<file path="config.mk">
export PLATFORM = sky130hd
export DESIGN_NAME = iram_load_ctrl
export DESIGN_NICKNAME = d
export VERILOG_FILES = /design/src/rtl/iram_load_ctrl.sv
export SDC_FILE = /design/constraint.sdc
export NUM_CORES = 1
export LEC_CHECK = 0
export CORE_MARGIN = 2
export CORE_UTILIZATION = 39
export CTS_CLUSTER_DIAMETER = 80
export DETAILED_ROUTE_END_ITERATION = 6
export GPL_TIMING_DRIVEN = 0
export PLACE_DENSITY = 0.76
export REMOVE_ABC_BUFFERS = 1
export SYNTH_ARGS = -nofsm -noshare
export SYNTH_HDL_FRONTEND = slang
export SYNTH_SLANG_ARGS = --single-unit
</file>
<file path="constraint.sdc">
create_clock -name CLK -period 2.45 [get_ports CLK]
set_input_delay 0.245 -clock CLK [delete_from_list [all_inputs] [get_ports CLK]]
set_output_delay 0.245 -clock CLK [all_outputs]
set_load 0.02 [all_outputs]
</file>
<file path="src/rtl/iram_load_ctrl.sv">
// Instruction-RAM port arbiter: CPU fetch in RUN, host program load with
// zero-fill of the unused tail and a one-cycle CPU reset pulse afterwards.
module iram_load_ctrl #(
  parameter int DEPTH = 128,
  parameter int AW    = 7,
  parameter int DW    = 16
) (
  input  logic          CLK,
  input  logic          RESET,
  input  logic [7:0]    cpu_addr,
  input  logic          ld_start,
  input  logic          ld_valid,
  input  logic [DW-1:0] ld_data,
  input  logic          ld_last,
  output logic          ld_ready,
  output logic          mem_we,
  output logic [AW-1:0] mem_addr,
  output logic [DW-1:0] mem_wdata,
  output logic          cpu_stall,
  output logic          cpu_reset,
  output logic          busy,
  output logic [AW:0]   word_count,
  output logic          ovf
);

  typedef enum logic [1:0] {
    ST_RUN     = 2'd0,
    ST_LOAD    = 2'd1,
    ST_CLEAR   = 2'd2,
    ST_RELEASE = 2'd3
  } state_t;

  localparam logic [AW-1:0] LAST_PTR = AW'(DEPTH - 1);

  state_t        state_q, state_d;
  logic [AW-1:0] ptr_q, ptr_d;
  logic [AW:0]   word_count_q, word_count_d;
  logic          ovf_q, ovf_d;

  // Next-state computation for the load sequencer.
  always_comb begin
    state_d      = state_q;
    ptr_d        = ptr_q;
    word_count_d = word_count_q;
    ovf_d        = ovf_q;
    case (state_q)
      ST_RUN: begin
        if (ld_start) begin
          state_d      = ST_LOAD;
          ptr_d        = {AW{1'b0}};
          word_count_d = {(AW+1){1'b0}};
          ovf_d        = 1'b0;
        end else begin
          state_d = ST_RUN;
        end
      end
      ST_LOAD: begin
        if (ld_valid) begin
          word_count_d = word_count_q + (AW+1)'(1);
          // The final RAM word ends the load whether or not the host flagged it.
          if (ptr_q == LAST_PTR) begin
            state_d = ST_RELEASE;
            ovf_d   = ~ld_last;
          end else if (ld_last) begin
            ptr_d   = ptr_q + AW'(1);
            state_d = ST_CLEAR;
          end else begin
            ptr_d   = ptr_q + AW'(1);
          end
        end else begin
          state_d = ST_LOAD;
        end
      end
      ST_CLEAR: begin
        if (ptr_q == LAST_PTR) begin
          state_d = ST_RELEASE;
        end else begin
          ptr_d = ptr_q + AW'(1);
        end
      end
      ST_RELEASE: begin
        state_d = ST_RUN;
        ptr_d   = {AW{1'b0}};
      end
      default: begin
        state_d = ST_RUN;
        ptr_d   = {AW{1'b0}};
      end
    endcase
  end

  // State registers with synchronous reset.
  always_ff @(posedge CLK) begin
    if (RESET) begin
      state_q      <= ST_RUN;
      ptr_q        <= {AW{1'b0}};
      word_count_q <= {(AW+1){1'b0}};
      ovf_q        <= 1'b0;
    end else begin
      state_q      <= state_d;
      ptr_q        <= ptr_d;
      word_count_q <= word_count_d;
      ovf_q        <= ovf_d;
    end
  end

  // RAM port and CPU control decode from the current state.
  always_comb begin
    busy      = (state_q != ST_RUN);
    cpu_stall = (state_q != ST_RUN);
    ld_ready  = (state_q == ST_LOAD);
    cpu_reset = (state_q == ST_RELEASE);
    mem_addr  = cpu_addr[7:1];
    mem_we    = 1'b0;
    mem_wdata = {DW{1'b0}};
    case (state_q)
      ST_LOAD: begin
        mem_addr  = ptr_q;
        mem_wdata = ld_data;
        mem_we    = ld_valid;
      end
      ST_CLEAR: begin
        mem_addr  = ptr_q;
        mem_we    = 1'b1;
      end
      ST_RUN, ST_RELEASE: begin
        mem_addr  = cpu_addr[7:1];
      end
      default: begin
        mem_addr  = cpu_addr[7:1];
      end
    endcase
  end

  assign word_count = word_count_q;
  assign ovf        = ovf_q;

endmodule

</file>
==> key figures <==
Drt
  • Routed wire length: around 3.4 mm
  • Drt pass-1 iters: 4
  • Max layer used: met4
  • Routed vias/inst: approximately 5.4
  • WL met1: 1.481 mm
  • Avg WL per Cell: approximately 14 um
  • DRC: 0
  • DRT antenna net count: 0
  • Met2 wire length: 1.746 mm
  • DR vias: approximately 1.4k
  • Met3 WL: approximately 160 um
  • Initial drt markers: 31

Place
  • Port Buffers: 64
  • Final Wtd Congestion: 0.8036
  • Placed Cells: between 200 and 250
  • Final HPWL from detailed placement: approximately 2.8 mm
  • Setup WS pre-CTS: approximately 0.12 ns

Timing
  • Final hold vios: 0
  • Fin crit share: 95.09%
  • Minimum clock period: between 2 and 2.5 ns
  • Fmax: 0.4292 GHz
  • Setup violations, final: 0
  • RSZ-0062 raised after global routing: no
  • Measured slew at the worst slew-check pin: 0.8468 ns
  • Fin Clk Skew: 0.003229 ns
  • Relative slew slack: 43.11%
  • Setup Total Neg Slack: 0 ns
  • Post-route setup slack: 0.1203 ns
  • Final Max Tran Viols: 0

Power and ir drop
  • Logic gate share of total power: between 50 and 60%
  • Clock Power Share: roughly 16%
  • PwrDens: a little over 600 nW/um^2
  • Sw frac: 37.87%
  • Int Power: between 0.7 and 0.8 mW
  • Psw: around 0.44 mW
  • Leakage Power: ~0.69 nW
  • Seq pwr share: 27.8%
  • Max IR drop VDD: 343.6 uV

Synth
  • Ys async rst share: 0%
  • EDFF count, synth: 0
  • Post-synth design cell area: around 1200 um^2
  • Post-synthesis cell count: ~150
  • Average cell area after synthesis: 7.930 um^2
  • Distinct cells, synth: 37
  • Sequential area share after synthesis: between 20 and 30%
  • Main synth FF type: dfxtp_1
  • Seq cells post-synth: 18
  • Ys Warns: 0

Floorplanning
  • Site row count: 20
  • Initial Utilization: a little over 40%
  • Die height: ~60 um
  • DIE WIDTH: between 50 and 60 um
  • Boundary pin count: 66
  • Die area: roughly 3600 um^2
  • Placeable Area: 3003 um^2

Critical path
  • Maximum fanout along the worst path: 12
  • CP startpoint kind: flop
  • Req. time, crit path: ~2.2 ns
  • Critical Path AT: around 2.1 ns
  • Depth of the most critical reg-to-reg path: 6
  • Critical path type: reg2out
  • CP endpoint kind: output pin

CTS
  • Clock transition at path regs: ~0.11 ns
  • Clock Tree Root: clkbuf_4
  • Clk buf depth: 2
  • Later-pin clock latency in the skew report: about 0.29 ns
  • H-tree depth: 1
  • Post-CTS setup repair buffer count: 0
  • Num Clock Sinks: 18
  • CTS tree: done
  • Number of CTS-inserted buffers: 3
  • # hold bufs at CTS: 0

Final layout
  • Ant. Diodes: 0
  • Post-Layout Cell Count: roughly 250
  • Share of cells above drive strength 1: about 7.4%
  • Final core occ: between 60% and 70%
  • Area grow syn2layout: 58.20%
  • Nets: around 250

GRT
  • Largest net degree at the start of global routing: 28
  • GRT overflow: 0
  • Global-route wire length before repair: roughly 5.8 mm
  • Initial antenna violation count: 0
  • Gr usage total: 20.47%
  • Vias in the first global route: 1,319

Hold path
  • Hold WC Path Type: reg2reg
  • Hold path depth: 2

Flow run
  • Max Cap Viol: 0

Run status
  • Status: complete, no violations
[layout make-up]
type,instances,area (um^2)
multi-input cells,121,818.3
well taps,33,41.29
repair buffers,64,640.6
inverters,9,33.78
clock buffers,4,36.28
fillers,270,1071
flip-flops and latches,18,361.6
[sequential cells by signal (all words and copies together) (netlist names), named ones only]
| name | flops |
|---|---|
| word_count | 8 |
| ptr_q | 7 |
| ovf | 1 |
| state_q | 1 |
[per-stage QoR]
step,area (um^2),hold WS [ns],power (mW)
6_report,1932,0.4995,1.165
5_1_grt,1932,0.5221,1.228
4_1_cts,1931,0.5010,1.174
3_5_place_dp,1869,0.4857,0.9570
3_3_place_gp,1869,0.4771,0.9401
2_1_floorplan,1187,0.3141,0.6746
[timing repair]
action	CTS	global route
setup endpoints to repair	12	12
pin swaps	0	0
hold endpoints to repair	0	0
gates resized for setup	4	1
[critical path, cell delays in order (launching register included)]
cell and delay (ns):
dfxtp_1 0.39, inv_1 0.13, ha_4 0.37, mux2_2 0.35, clkdlybuf4s50_1 0.55
[cells in the mapped netlist (3+ instances only)]
| master | instances | share of area, % |
|---|---|---|
| and2_1 | 18 | 9.2 |
| inv_1 | 9 | 2.8 |
| and3_1 | 3 | 1.5 |
| a21oi_1 | 12 | 4.9 |
| mux2_2 | 7 | 6.5 |
| clkbuf_1 | 4 | 1.2 |
| dfxtp_1 | 18 | 30 |
| nand3_1 | 5 | 2.0 |
| o21ai_0 | 10 | 4.1 |
| ha_1 | 6 | 6.1 |
| nor2_1 | 6 | 1.8 |
| or3_1 | 4 | 2.0 |
| nand4_1 | 4 | 2.0 |
| or4_1 | 5 | 3.1 |
| o31ai_1 | 3 | 1.8 |
| nand2_1 | 13 | 4.0 |
[cells by family (layout without fill, tap and decap cells)]
group                      after synthesis  count (layout)  synth area share [%]
muxes                                    7               7                 6.455
and+or+nand+nor                         71              71                 33.61
buffers and inverters                   15              77                 5.532
AOI/OAI and AO/OA                       35              35                 17.32
adders and majority gates                6               6                 6.147
xor gates and xnor gates                 2               2                 1.435
DFF                                     18              18                 29.51
[cells in the final DEF (no fill, tap or decap), drive strengths merged, types with 3 or more instances in the layout]
| cell type | instances |
|---|---|
| clkdlybuf4s50 | 64 |
| and2 | 18 |
| dfxtp | 18 |
| nand2 | 13 |
| a21oi | 12 |
| o21ai | 10 |
| inv | 9 |
| mux2 | 7 |
| nor2 | 6 |
| ha | 6 |
| or4 | 5 |
| nand3 | 5 |
| nand4 | 5 |
| or3 | 4 |
| clkbuf | 4 |
| and3 | 3 |
| o31ai | 3 |
[metal layers]
layer	GRT usage, %	up-vias
met5	0	-
met4	2.857	0
met3	5.411	2
met2	37.58	35
met1	24.14	642
li1	-	676
[power groups by stage]
stage                     combinational [mW]  clock, mW  sequential (mW)
final                                  0.654      0.187            0.324
after CTS                              0.659      0.192            0.323
after global placement                 0.614          0            0.326
after global routing                   0.697      0.203            0.327
after floorplan                        0.349          0            0.326
after detailed placement               0.630          0            0.327
[path summary, 6_finish.rpt]
| path | from | to | slack (ns) |
|---|---|---|---|
| worst max-delay path | flop | mem_addr[3] | 0.12 |
| worst min-delay path | word_count[7] | word_count[7] | 0.50 |
| worst max register to register | flop | ptr_q[5] | 0.34 |
| worst min register to register | word_count[7] | word_count[7] | 0.50 |
Note: power is estimated with default switching activity, not from simulation.
